$ cat config.mk
export PLATFORM = sky130hd
export DESIGN_NAME = wb_regfile
export DESIGN_NICKNAME = d
export VERILOG_FILES = /design/src/rtl/wb_regfile.sv
export SDC_FILE = /design/constraint.sdc
export NUM_CORES = 1
export LEC_CHECK = 0
export CAP_MARGIN = 20
export CORE_MARGIN = 4
export CORE_UTILIZATION = 64
export DETAILED_ROUTE_END_ITERATION = 12
export PLACE_DENSITY = 0.86
export REMOVE_ABC_BUFFERS = 1
export SLEW_MARGIN = 20
export SYNTH_ARGS = -nofsm -noshare
export SYNTH_HDL_FRONTEND = slang
export SYNTH_SLANG_ARGS = --single-unit
$ cat constraint.sdc
create_clock -name clk -period 5.28 [get_ports clk]
set_input_delay 1.584 -clock clk [delete_from_list [all_inputs] [get_ports clk]]
set_output_delay 1.584 -clock clk [all_outputs]
set_load 0.03 [all_outputs]
$ cat src/rtl/wb_regfile.sv
// wb_regfile: write-back stage and architectural register file.
//
// Selects the write-back value (ALU result or load data), commits it to the
// register file at posedge, serves two combinational read ports with a
// same-cycle bypass of the write in flight, and counts retired writes.
//
// Ports:
//   clk          system clock, all state updates on posedge
//   rst          synchronous active-high reset
//   alu_in       ALU result from MEM/WB
//   mem_in       load data, aligned with MEM/WB
//   waddr_in     destination register
//   memtoReg_in  1 selects mem_in, 0 selects alu_in
//   wen_in       write enable
//   raddr1/2     decode-stage read addresses
//   rdata1/2     combinational read data (0 while rst is high)
//   wb_data      selected write-back value (not reset)
//   wb_count     registered count of committed writes, wraps
module wb_regfile #(
    parameter int DSIZE = 16,
    parameter int ASIZE = 4,
    parameter int CSIZE = 16
) (
    input  logic             clk,
    input  logic             rst,
    input  logic [DSIZE-1:0] alu_in,
    input  logic [DSIZE-1:0] mem_in,
    input  logic [ASIZE-1:0] waddr_in,
    input  logic             memtoReg_in,
    input  logic             wen_in,
    input  logic [ASIZE-1:0] raddr1,
    input  logic [ASIZE-1:0] raddr2,
    output logic [DSIZE-1:0] rdata1,
    output logic [DSIZE-1:0] rdata2,
    output logic [DSIZE-1:0] wb_data,
    output logic [CSIZE-1:0] wb_count
);

    localparam int NREG = 2 ** ASIZE;

    logic [DSIZE-1:0] regs [NREG];
    logic             commit;
    logic             byp1;
    logic             byp2;

    assign wb_data = memtoReg_in ? mem_in : alu_in;

    // Register 0 is never written, so it stays at its reset value of 0.
    assign commit = wen_in && (waddr_in != '0);

    always_ff @(posedge clk) begin
        if (rst) begin
            for (int i = 0; i < NREG; i++) begin
                regs[i] <= '0;
            end
            wb_count <= '0;
        end else if (commit) begin
            regs[waddr_in] <= wb_data;
            wb_count       <= wb_count + CSIZE'(1);
        end
    end

    // Bypass only needs wen_in and an address match; address 0 is caught
    // earlier in the priority chain.
    assign byp1 = wen_in && (waddr_in == raddr1);
    assign byp2 = wen_in && (waddr_in == raddr2);

    always_comb begin
        rdata1 = regs[raddr1];
        if (rst || raddr1 == '0) begin
            rdata1 = '0;
        end else if (byp1) begin
            rdata1 = wb_data;
        end
    end

    always_comb begin
        rdata2 = regs[raddr2];
        if (rst || raddr2 == '0) begin
            rdata2 = '0;
        end else if (byp2) begin
            rdata2 = wb_data;
        end
    end

endmodule

* Yosys cells after proc, flatten, opt, wreduce, memory -nomap -nowiden *
Memories as Yosys holds them, arrays and structs flattened.
Index checks and enable logic that the tools add are counted.

cells by class
  $mul = 0
  muxes and demuxes = 13
  magnitude comparators = 0
  bitwise gates (word level) = 0
  div/mod/pow operators = 0
  shift operators = 0
  eq/ne operators = 2
  reductions and logical operators = 9
  add/sub/neg operators = 1

operators by type and width
  kind                     number
  $mux W16                 6
  $add A16 B1 Y16 const B  1
  $reduce_or A16 Y1        1
  $eq A4 B4 Y1             2
  $logic_not A4 Y1         2
  $mux W1                  6
  $mux W4                  1
  $reduce_bool A4 Y1       1
  $logic_and A1 B1 Y1      3
  $logic_or A1 B1 Y1       2

word-level totals
  register bits after elaboration = 16
  input port bits = 48
  bits in read-only memories = 0
  logic and storage cells = 27
  bits in latches = 0
  memories kept = 1
  output and inout port bits = 64
  memory bits (writable) = 256

memories
  name  depth  width  read ports  clocked after memory_dff  write ports  RTL line  text
  regs  16     16     2           0                         16           41        logic [DSIZE-1:0] regs [NREG];

* Longest topological paths before layout *
  depth after elaboration = 7
  mapped depth = 8
  mapped depth without buffers = 5

* Least setup slack after synthesis *
OpenSTA, ideal clock, no wires.

  path kind = in2out
  from = input port raddr1[1]
  to = output port rdata1[10]
  stages on the path = 7
  buffers on the path = 3
  setup slack = 0.309 ns
  arrival = 3.387 ns
  cell sequence = buf_2 -> or3b_2 -> clkbuf_1 -> clkbuf_1 -> o22ai_1 -> a211oi_1 -> a31oi_1

on the way
  word-level cells in the longest chain between the ends = 4

ends and longest elaborated chain
  item                                                                     RTL line  text
  from (decl)                                                              31        input logic [ASIZE-1:0] raddr1,
  parallel branches: the longest is 3 deep, another holds $mem_v2 Z16 W16  n/a
  $mux W16 *                                                               70        if (rst || raddr1 == '0) begin
  to (decl)                                                                33        output logic [DSIZE-1:0] rdata1,

Mark *: on every way between the ends.

* Final worst setup path *
  from = input port raddr1[3]
  to = output port rdata1[12]

The elaborated chain is that of the path after synthesis.

==> results.py <==
metrics = {
    "floorplan": {
        "initial_utilization_pct": 65.5,
        "num_rows": 54,
        "die_area_sq_um": 25000,
        "fp.coreArea_sq_um": 22000,
        "die_h_um": 158,
        "ioPinCount": 112,
        "die_x_um": 158,
    },
    "sta": {
        "fin_crit_sh_pct": 101,
        "worst_pin_slew_ns": 1.11,
        "maxSlewHeadroom_pct": 25.3,
        "hold_violations": 0,
        "fin_skew_ns": 0.00153,
        "finalMaxSlewViolations": 0,
        "setup_tns_ns": -0.0558,
        "postLayoutSetupSlackWorst_ns": -0.0347,
        "setup_viol": 2,
        "rsz0062_at_grt": "no",
        "finalCriticalPeriod_ns": 5.31,
        "max_freq_mhz": 188,
    },
    "yosys": {
        "yosysSeqAreaShare_pct": 55.5,
        "synth_edf_count": 256,
        "async_flop_share_pct": 0,
        "yosys_register_bits": 272,
        "yosysWarnings": 0,
        "synth_area_sq_um": 14400,
        "syn_avg_cell_area_sq_um": 12.3,
        "syn_inst": 1173,
        "ys.flop_type": "edfxtp_1",
        "ys_types": 45,
    },
    "place": {
        "portBuffers": 111,
        "place.gp.congestion": 0.993,
        "dp_cells": 1576,
        "dpl_cell_area_sq_um": 16300,
        "dp_hpwl_um": 31400,
    },
    "cells_and_area": {
        "fin_util_pct": 78.2,
        "synthToLayoutAreaGrowth_pct": 19.3,
        "stdcell_count": 1629,
        "nFillCells": 1214,
        "finalInstanceArea_sq_um": 17200,
        "drive_above_1_share_pct": 20.8,
        "num-nets-final": 1375,
    },
    "worst_setup_path": {
        "crit_fanout": 17,
        "crit_arrival_ns": 3.73,
        "critPathKind": "in -> out",
        "cp.required_ns": 3.70,
        "end_kind": "output pin",
        "crit_path_start_kind": "input port",
    },
    "routing": {
        "ant_nets": 0,
        "first_iter_violations": 2277,
        "vias_per_cell": 7.40,
        "wl_um": 47000,
        "routedWlPerCell_um": 28.8,
        "route.vias.total": 12100,
        "drc_errors": 0,
        "drtPass1Iterations": 7,
    },
    "outcome": {
        "failed_checks": "negative setup slack",
        "status": "finished, violations left",
    },
    "global_route": {
        "grt_overflow": 0,
        "grt_pass1_vias": 11900,
        "grt_max_degree": 40,
        "grt_use_total_pct": 38.5,
        "grt_pass1_wl_um": 71600,
        "antenna_found_initial": 1,
    },
    "power": {
        "total_power_mw": 5.39,
        "peakVddDrop_uv": 281,
        "power_density_nw_per_um2": 313,
        "p_leak_nw": 6.50,
    },
    "clock_network": {
        "cts_tree": "done",
        "clk_path_buf_depth": 3,
        "insertion_delay_ns": 0.56,
        "ctsHoldBuffers": 0,
        "cts_num_sinks": 272,
        "h-tree-depth": 1,
        "cts-root-buf": "clkbuf_16",
        "clk_pin_slew_ns": 0.06,
        "post_cts_buffers": 0,
        "cts_buffers": 28,
    },
    "worst_hold_path": {
        "hp-class": "reg -> reg",
    },
    "run": {
        "cap_violations": 0,
    },
}
[power breakdown]
part	internal, mW	switching, mW	leakage [nW]
Clock	1.10	0.848	0.436
Sequential	2.48	0.0733	2.57
Combinational	0.349	0.537	3.49
Total	3.93	1.46	6.50
[routing by layer]
metal | part of all wire [%] | track usage (%) | vias to the layer above | wire length [um]
met1 | 31 | 49.6 | 5634 | 14800
met3 | 16 | 11.8 | 342 | 7720
met5 | 0 | 0 | - | 0
met4 | 6.5 | 17.6 | 0 | 3050
li1 | - | - | 4754 | -
met2 | 46 | 60.5 | 1321 | 21500
[cell usage after synthesis (6+ instances only)]
library cell / n / area [sq um]
o22ai_1: 64 / 400
xnor2_1: 12 / 105
a211oi_1: 32 / 240
nor2_1: 251 / 942
mux2i_1: 145 / 1450
nand2_1: 18 / 67.6
buf_1: 6 / 22.5
nand3_1: 41 / 205
nand2b_1: 16 / 100
nor2b_1: 6 / 37.5
clkbuf_1: 78 / 293
mux4_2: 64 / 1440
inv_1: 19 / 71.3
buf_4: 6 / 45.0
o31ai_1: 33 / 248
a31oi_1: 30 / 188
edfxtp_1: 256 / 7690
a21oi_1: 9 / 45.0
buf_2: 21 / 105
dfxtp_1: 16 / 320
[flip-flops by register name (all words and copies together) (netlist names)]
| signal | flops |
|---|---|
| regs | 256 |
| wb_count | 16 |
[worst max-delay path, stage by stage]
cell and delay (ns):
dlygate4sd2_1 0.35, buf_4 0.19, or3_1 0.35, buf_12 0.19, o22ai_1 0.20, a211oi_1 0.10, buf_4 0.16, a31oi_1 0.36
buf_4 0.24
[kinds of logic after synthesis]
group	count (synthesis)	synth area share (%)
AOI/OAI and AO/OA	177	8.35
muxes	213	20.4
other	1	0.0260
and+or+nand+nor	363	11.0
DFF	272	55.5
adders and majority gates	1	0.0867
buffers and inverters	132	3.88
xor gates and xnor gates	14	0.850
[path summary, 6_finish.rpt]
kind / slack (ns) / end / start / cells after the start
min: 0.48 / wb_count[15] / wb_count[15] / 2
max: -0.03 / rdata1[12] / raddr1[3] / 9
max reg2reg: 3.16 / wb_count[12] / wb_count[0] / 5
min reg2reg: 0.48 / wb_count[15] / wb_count[15] / 2
[per-stage QoR]
step | setup slack (ns) | hold slack (ns)
final | -0.0347 | 0.482
after global routing | 0.00293 | 0.507
after CTS | 0.0772 | 0.482
after global placement | -0.147 | 0.463
after detailed placement | -0.112 | 0.474
after floorplan | 0.563 | 0.597
[area by class of cell]
type / instances / area, sq um / area share [%]
diodes: 1 / 2.50 / 0.0145
clock buffers: 32 / 737 / 4.28
clock inverters: 20 / 150 / 0.872
inverters: 19 / 71.3 / 0.414
multi-input cells: 784 / 5960 / 34.6
flip-flops and latches: 272 / 8010 / 46.5
well taps: 280 / 350 / 2.03
repair buffers: 221 / 1950 / 11.3
[cells in the final DEF (no fill, tap or decap), types with 3 or more instances in the layout]
master,instances
o21ai_0,4
mux2_2,4
a21oi_1,9
a211oi_2,3
nand3_1,41
clkbuf_16,29
clkdlybuf4s50_1,68
mux4_2,64
nand2b_1,15
or3_2,3
mux2i_1,145
buf_12,10
o22ai_1,63
clkinv_2,8
clkbuf_1,3
buf_4,135
a31oi_1,30
or3_1,3
nor2_1,251
inv_1,19
conb_1,16
a211oi_1,29
o31ai_1,33
nor2b_1,6
clkinv_1,7
edfxtp_1,256
xnor2_1,12
buf_2,5
dfxtp_1,16
nor3_1,4
nand2_1,18
[repair_timing]
action | in CTS | in global routing
resized for setup | 7 | 3
setup endpoints to repair | 20 | 3
pin swaps | 0 | 0
gates cloned | 0 | 0
No activity file was read; power rests on OpenSTA's default activity.
